## src/rtl/ttt_turn_controller.sv

```systemverilog
// ttt_turn_controller
// Referee for a two-player tic-tac-toe game. It keeps both players' boards,
// decides whose turn it is, accepts or rejects moves, enforces a per-turn
// time limit, and reports the game result.
//
// Parameters
//   TIMEOUT     clock cycles a player may spend on one turn before forfeiting
//
// Ports
//   clk         rising-edge clock
//   reset       synchronous, active-high; returns everything to IDLE / empty
//   start       new-game request (honoured in IDLE and DONE only)
//   p1_valid    player-1 move request, square in p1_pos (1..9 legal)
//   p2_valid    player-2 move request, square in p2_pos (1..9 legal)
//   p1_board    player-1 occupancy, bit k = square k+1
//   p2_board    player-2 occupancy, same mapping
//   turn        0 = player 1 to move, 1 = player 2 to move
//   move_ack    one-cycle pulse after a legal move is taken
//   illegal     one-cycle pulse after the current mover's request is rejected
//   win         00 none, 01 player 1, 10 player 2, 11 draw
//   state       IDLE=0, P1_TURN=1, P2_TURN=2, CHECK=3, DONE=4
//   move_count  legal moves placed in the current game

module ttt_turn_controller #(
  parameter logic [15:0] TIMEOUT = 16'd50000
) (
  input  logic       clk,
  input  logic       reset,
  input  logic       start,
  input  logic       p1_valid,
  input  logic [3:0] p1_pos,
  input  logic       p2_valid,
  input  logic [3:0] p2_pos,
  output logic [8:0] p1_board,
  output logic [8:0] p2_board,
  output logic       turn,
  output logic       move_ack,
  output logic       illegal,
  output logic [1:0] win,
  output logic [2:0] state,
  output logic [3:0] move_count
);

  typedef enum logic [2:0] {
    IDLE    = 3'd0,
    P1_TURN = 3'd1,
    P2_TURN = 3'd2,
    CHECK   = 3'd3,
    DONE    = 3'd4
  } state_t;

  localparam logic [15:0] TIMER_LAST = TIMEOUT - 16'd1;

  state_t      cur_state, nxt_state;
  logic [15:0] timer, timer_nxt;
  logic [8:0]  p1_board_nxt, p2_board_nxt;
  logic        turn_nxt, move_ack_nxt, illegal_nxt;
  logic [1:0]  win_nxt;
  logic [3:0]  move_count_nxt;

  logic        mover_valid;
  logic [3:0]  mover_pos;
  logic        pos_in_range;
  logic [8:0]  pos_bit;
  logic        legal;
  logic [8:0]  check_board;

  // True when the board holds any of the eight winning lines.
  function automatic logic has_line(input logic [8:0] b);
    logic [8:0] lines [8];
    logic found;
    lines[0] = 9'b000_000_111;  // 1 2 3
    lines[1] = 9'b000_111_000;  // 4 5 6
    lines[2] = 9'b111_000_000;  // 7 8 9
    lines[3] = 9'b001_001_001;  // 1 4 7
    lines[4] = 9'b010_010_010;  // 2 5 8
    lines[5] = 9'b100_100_100;  // 3 6 9
    lines[6] = 9'b100_010_001;  // 1 5 9
    lines[7] = 9'b001_010_100;  // 3 5 7
    found = 1'b0;
    for (int i = 0; i < 8; i++) begin
      if ((b & lines[i]) == lines[i]) found = 1'b1;
    end
    return found;
  endfunction

  // Only the player whose turn it is gets looked at; the other request
  // lines are simply not selected. The shifted bit for an out-of-range
  // square is harmless because pos_in_range gates it.
  always_comb begin
    mover_valid  = (cur_state == P1_TURN) ? p1_valid : p2_valid;
    mover_pos    = (cur_state == P1_TURN) ? p1_pos   : p2_pos;
    pos_in_range = (mover_pos >= 4'd1) && (mover_pos <= 4'd9);
    pos_bit      = 9'd1 << (mover_pos - 4'd1);
    legal        = mover_valid && pos_in_range &&
                   (((p1_board | p2_board) & pos_bit) == 9'd0);
    check_board  = turn ? p2_board : p1_board;
  end

  // Next-state and next-output logic. Pulses default low; everything else
  // holds unless a state below changes it. In a turn state a legal move
  // beats the timeout, and a timeout beats reporting an illegal request
  // (the game is over, so no rejection pulse is produced on that edge).
  always_comb begin
    nxt_state      = cur_state;
    timer_nxt      = timer;
    p1_board_nxt   = p1_board;
    p2_board_nxt   = p2_board;
    turn_nxt       = turn;
    move_ack_nxt   = 1'b0;
    illegal_nxt    = 1'b0;
    win_nxt        = win;
    move_count_nxt = move_count;

    case (cur_state)
      IDLE, DONE: begin
        if (start) begin
          p1_board_nxt   = 9'd0;
          p2_board_nxt   = 9'd0;
          win_nxt        = 2'b00;
          move_count_nxt = 4'd0;
          timer_nxt      = 16'd0;
          turn_nxt       = 1'b0;
          nxt_state      = P1_TURN;
        end
      end

      P1_TURN, P2_TURN: begin
        if (legal) begin
          if (cur_state == P1_TURN) p1_board_nxt = p1_board | pos_bit;
          else                      p2_board_nxt = p2_board | pos_bit;
          move_count_nxt = move_count + 4'd1;
          timer_nxt      = 16'd0;
          move_ack_nxt   = 1'b1;
          nxt_state      = CHECK;
        end else if (timer == TIMER_LAST) begin
          win_nxt   = (cur_state == P1_TURN) ? 2'b10 : 2'b01;
          nxt_state = DONE;
        end else begin
          timer_nxt   = timer + 16'd1;
          illegal_nxt = mover_valid;
        end
      end

      // The mover's board is judged here; a completed line outranks the
      // full-board draw, so a winning ninth move is a win.
      CHECK: begin
        if (has_line(check_board)) begin
          win_nxt   = turn ? 2'b10 : 2'b01;
          nxt_state = DONE;
        end else if (move_count == 4'd9) begin
          win_nxt   = 2'b11;
          nxt_state = DONE;
        end else begin
          turn_nxt  = ~turn;
          nxt_state = turn ? P1_TURN : P2_TURN;
        end
      end

      default: nxt_state = IDLE;
    endcase
  end

  // State and output registers; reset wins over every other request.
  always_ff @(posedge clk) begin
    if (reset) begin
      cur_state  <= IDLE;
      timer      <= 16'd0;
      p1_board   <= 9'd0;
      p2_board   <= 9'd0;
      turn       <= 1'b0;
      move_ack   <= 1'b0;
      illegal    <= 1'b0;
      win        <= 2'b00;
      move_count <= 4'd0;
    end else begin
      cur_state  <= nxt_state;
      timer      <= timer_nxt;
      p1_board   <= p1_board_nxt;
      p2_board   <= p2_board_nxt;
      turn       <= turn_nxt;
      move_ack   <= move_ack_nxt;
      illegal    <= illegal_nxt;
      win        <= win_nxt;
      move_count <= move_count_nxt;
    end
  end

  assign state = cur_state;

endmodule
```

## config.mk

```make
export PLATFORM = sky130hd
export DESIGN_NAME = ttt_turn_controller
export DESIGN_NICKNAME = d
export VERILOG_FILES = /design/src/rtl/ttt_turn_controller.sv
export SDC_FILE = /design/constraint.sdc
export NUM_CORES = 1
export LEC_CHECK = 0
export BUFFER_PORTS_ARGS = -buffer_cell sky130_fd_sc_hd__buf_2
export CORE_ASPECT_RATIO = 2
export CORE_MARGIN = 2
export CORE_UTILIZATION = 56
export DETAILED_ROUTE_END_ITERATION = 6
export HOLD_SLACK_MARGIN = 0.02
export MAX_ROUTING_LAYER = met4
export PLACE_DENSITY = 0.83
export SLEW_MARGIN = 40
export SYNTH_ARGS = -nofsm -noshare
export SYNTH_HDL_FRONTEND = slang
export SYNTH_SLANG_ARGS = --single-unit
```

## constraint.sdc

```tcl
create_clock -name clk -period 8.05 [get_ports clk]
set_input_delay 1.2075 -clock clk [delete_from_list [all_inputs] [get_ports clk]]
set_output_delay 1.2075 -clock clk [all_outputs]
set_load 0.03 [all_outputs]
```

* Word-level counts from Yosys, hierarchy flattened
Index checks and enable logic that the tools add are counted.
Storage, ports and cells: bits of input ports 13, word-level logic and storage cells 111, flip-flop bits (word level) 46
Cells by class: $add $sub $neg 3, multiplexer cells 46, shift operators 1, equality and inequality tests 25, bitwise operators 6, reduce and logical (&&, ||, !) cells 19, magnitude comparators 2
Operators by type and width (number):
- $mux 9 | 6
- $mux 16 | 3
- $pmux 9 s2 | 2
- $pmux 16 s2 | 1
- $eq 3x3->1 const B | 9
- $or 9x9->9 | 3
- $add 16x1->16 const B | 1
- $eq 16x16->1 const B | 1
- $mux 2 | 8
- $ne 2x2->1 const B | 8
- $mux 3 | 5
- $mux 1 | 14
- $mux 4 | 3
- $reduce_and 4->1 | 3
- $and 9x9->9 | 1
- $logic_not 9->1 | 1
- $ne 3x3->1 const B | 3
- $pmux 3 s3 | 1
- $shl 1x4->9 const A | 1
- $pmux 4 s2 | 1
- $eq 3x2->1 const B | 2
- $pmux 2 s3 | 1
- $reduce_and 3->1 | 2
- $reduce_or 2->1 | 3
- other kinds (15) | 19

* Longest topological paths before layout
depth after elaboration 13, mapped depth 11, gate-level depth less buffers 8

* Least setup slack after synthesis
No wires, ideal clock.
path type input -> register, start in p2_pos[1], end reg cur_state[0], in the netlist state[0], library setup time 0.074 ns, data required time 7.976 ns, setup slack 4.665 ns, arrival time 3.310 ns, cell stages on the path 7, path through buf_1 mux4_2 a222oi_1 o211ai_2 a21o_1 or4_1 o21ai_0
Between the ends: cells in the longest elaborated chain, start to end 8
Ends and longest elaborated chain:
- from (decl) | line 33 | input logic [3:0] p2_pos,
- $mux 4 (*) | line 92 | mover_pos = (cur_state == P1_TURN) ? p1_pos : p2_pos;
- $sub 4x1->4 | line 94 | pos_bit = 9'd1 << (mover_pos - 4'd1);
- $shl 1x4->9 | line 94
- $and 9x9->9 | line 96 | (((p1_board | p2_board) & pos_bit) == 9'd0);
- $logic_not 9->1 | line 96
- $logic_and 1x1->1 (*) | line 95 | legal = mover_valid && pos_in_range &&
- $mux 3 or $ne 3x3->1 (tied branches)
- $pmux 3 s3 or $reduce_and 2->1 (tied branches)
- to (signal assigned) | line 177 | cur_state <= nxt_state;
- to (decl) | line 54 | state_t cur_state, nxt_state;
Every way passes the cells marked *; elsewhere a longest branch is shown, timed or not. A chain may end at the register's enable or synchronous reset.

* Worst setup path after layout
start in p2_pos[1], end reg p1_board[5]
Between the ends: cells in the longest elaborated chain, start to end 8
Ends and longest elaborated chain:
- $mux 4 (*) | line 92
- $sub 4x1->4 | line 94
- $shl 1x4->9 | line 94
- $and 9x9->9 | line 96
- $logic_not 9->1 | line 96
- $logic_and 1x1->1 | line 95
- $ne 2x2->1 (no source line)
- $reduce_and 4->1 (no source line)
- to (signal assigned) | line 179 | p1_board <= p1_board_nxt;
- to (decl) | line 34 | output logic [8:0] p1_board,
Every way passes the cells marked *; elsewhere a longest branch is shown, timed or not. The select of a mux whose other input is x is not followed.

==> flow_metrics.py <==
metrics = {
    "final_layout": {
        "area_growth_pct": 13.2,
        "layout-drive-gt1-share": 0.188,
        "layout.nets": 383,
        "final_util": 0.652,
        "instances_no_fill": 423,
        "stdcell_area_um2": 3000,
        "num_antenna_cells": 0,
    },
    "setup_path": {
        "cp-start-kind": "input port",
        "required_ns": 8.30,
        "crit_path_end_kind": "register",
        "worst-r2r-setup-slack_ns": 4.43,
        "crit_type": "input port to register",
        "crit_fanout": 19,
        "reg2reg_depth": 7,
        "critPathArrivalTime_ns": 3.88,
    },
    "grt": {
        "track_usage": 0.317,
        "antenna_found_initial": 0,
        "gr-total-overflow": 0,
        "grt_pass1_wl_um": 12200,
        "grt_start_max_net_pins": 21,
        "grt_pass1_vias": 2606,
    },
    "timing": {
        "setup-tns-final_ns": 0,
        "rsz0062_at_grt": "false",
        "slew_headroom": 0.441,
        "hold_violations": 0,
        "max_freq_mhz": 275,
        "finalCritPeriodShare": 0.451,
        "fin_skew_ns": 0.0131,
        "tightestPinTransition_ns": 0.836,
        "final-max-slew-violation-count": 0,
        "min_period_ns": 3.63,
        "setup_viol": 0,
    },
    "die": {
        "boundaryPins": 43,
        "fp-row-count": 35,
        "coreArea_um2": 4600,
        "fp.dieW_um": 52.6,
        "die-area_um2": 5330,
        "fp.dieH_um": 101,
        "start_util": 0.576,
    },
    "yosys": {
        "yosys.area.top_type": "dfxtp_1",
        "synth_edf_count": 0,
        "yosys-top-cells-count": "dfxtp_1, nor2_1, a21oi_1",
        "synth.avg_cell_area_um2": 7.88,
        "synth_area_leaders": "dfxtp_1, nor2_1, a21oi_1",
        "yosys.area_share.adder": 0.0179,
        "ys_warn_count": 0,
        "syn_nets": 352,
        "synth_xor_area_frac": 0.00331,
        "ys_async_sr_fraction": 0,
        "ys_types": 54,
        "synth.ff_latch_count": 46,
        "synth_compound_area_frac": 0.266,
        "synth_top_family_by_area": "simple AND/OR/NAND/NOR gates",
        "synth.mux.area_fraction": 0.0359,
        "yosysMostFrequentCell": "dfxtp_1",
        "syn_area_um2": 2650,
        "synthCells": 336,
        "synthFlopType": "dfxtp_1",
        "synth-simple-area-share": 0.274,
        "ys_seq_area_frac": 0.348,
        "synth_top_area_share": 0.348,
    },
    "detailed_routing": {
        "drt-total-wl_um": 7950,
        "dr.pass1.iters": 4,
        "ant_nets": 0,
        "wl_per_cell_um": 18.8,
        "via_per_inst": 6.62,
        "vias": 2800,
        "drt_iter0_drc": 128,
        "drc": 0,
    },
    "placed_design": {
        "portBuffers": 42,
        "place_inst": 415,
        "gp_congestion": 0.999,
        "hpwl_um": 5930,
        "placed_area_um2": 2860,
    },
    "power": {
        "p_total_uw": 869,
        "peakVddDrop_uv": 170,
        "p_leak_nw": 1.22,
        "power_density_nw_per_um2": 290,
    },
    "clock_network": {
        "cts_sinks": 46,
        "clockBufferDepth": 2,
        "htreeDepth": 2,
        "clockRootBuffer": "clkbuf_8",
        "post_cts_buffers": 0,
        "worstSkewPairLatency_ns": 0.31,
        "hold_buffers": 0,
        "clk_pin_slew_ns": 0.09,
        "cts_tree": "done",
        "cts_resized": 0,
        "cts_made_buffers": 5,
    },
    "run_status": {
        "run_status": "finished, final reports clean",
    },
    "run": {
        "drv_cap": 0,
    },
    "min_path": {
        "whs_path_depth": 2,
        "min_path_type": "register to register",
    },
}
[cell type report]
class,count,area [um^2]
fillers,415,1600
multi-input cells,253,1590
flip-flops and latches,46,921
repair buffers,42,210
inverters,19,71.3
clock buffers,5,68.8
clock inverters,3,68.8
well taps,55,68.8
[kinds of logic after synthesis]
| family | count (synthesis) |
|---|---|
| fa+ha+maj | 4 |
| flops | 46 |
| simple gates | 137 |
| compound gates | 104 |
| mux | 7 |
| xor+xnor | 1 |
| buf+inv | 37 |
[per-stage QoR]
stage,hold slack [ns],setup WS (ns)
finish,0.474,4.42
global route,0.502,4.17
CTS,0.479,4.46
detailed placement,0.467,4.15
global placement,0.456,4.05
floorplan,0.461,4.67
[cells in the final DEF (no fill, tap or decap), drive strengths merged, types with 4 or more instances in the layout]
cell	synthesis	final
dfxtp	46	46
buf	6	42
nor2	33	33
a21oi	23	23
nand2	20	20
inv	19	19
o21ai	19	19
nand3	16	16
a22o	13	13
a31oi	12	12
nor3	10	10
or3	8	8
or2	7	7
nand2b	7	7
nor4	6	6
and3	6	6
mux2i	5	5
a21o	5	5
clkbuf	12	5
o22ai	4	4
a31o	4	4
a22oi	4	4
nand4b	4	4
nor3b	4	4
[worst paths after layout]
path                              start                       end
setup / recovery              p2_pos[1]  p1_board[5]$_SDFFE_PP0P_
hold / removal      win[1]$_SDFFE_PP0P_       win[1]$_SDFFE_PP0P_
hold reg to reg     win[1]$_SDFFE_PP0P_       win[1]$_SDFFE_PP0P_
setup reg to reg  state[0]$_SDFFE_PP0P_  p1_board[5]$_SDFFE_PP0P_
[registers in the layout, indices dropped and copies added (netlist names)]
signal      count
illegal         1
move_ack        1
move_count      4
p1_board        9
p2_board        9
state           3
timer          16
turn            1
win             2
[metal layers]
layer | track usage | vias to the layer above | routed length, um
met3 | 0.0487 | 43 | 508
met4 | 0.219 | 0 | 517
met2 | 0.565 | 147 | 4320
li1 | - | 1308 | -
met5 | - | - | 0
met1 | 0.292 | 1302 | 2600
[critical path: stages]
cell and delay (ns):
buf_2 0.17, mux4_2 0.52, a222oi_1 0.41, o211ai_2 0.41
nor3_1 0.74, and2_1 0.28, a22o_1 0.14
[power by group]
group | total (mW) | internal (mW) | switching, mW
sequential | 0.292 | 0.249 | 0.0437
clock | 0.207 | 0.124 | 0.0826
combinational | 0.370 | 0.121 | 0.249
total | 0.869 | 0.494 | 0.375
(Power assumes the default switching activity.)
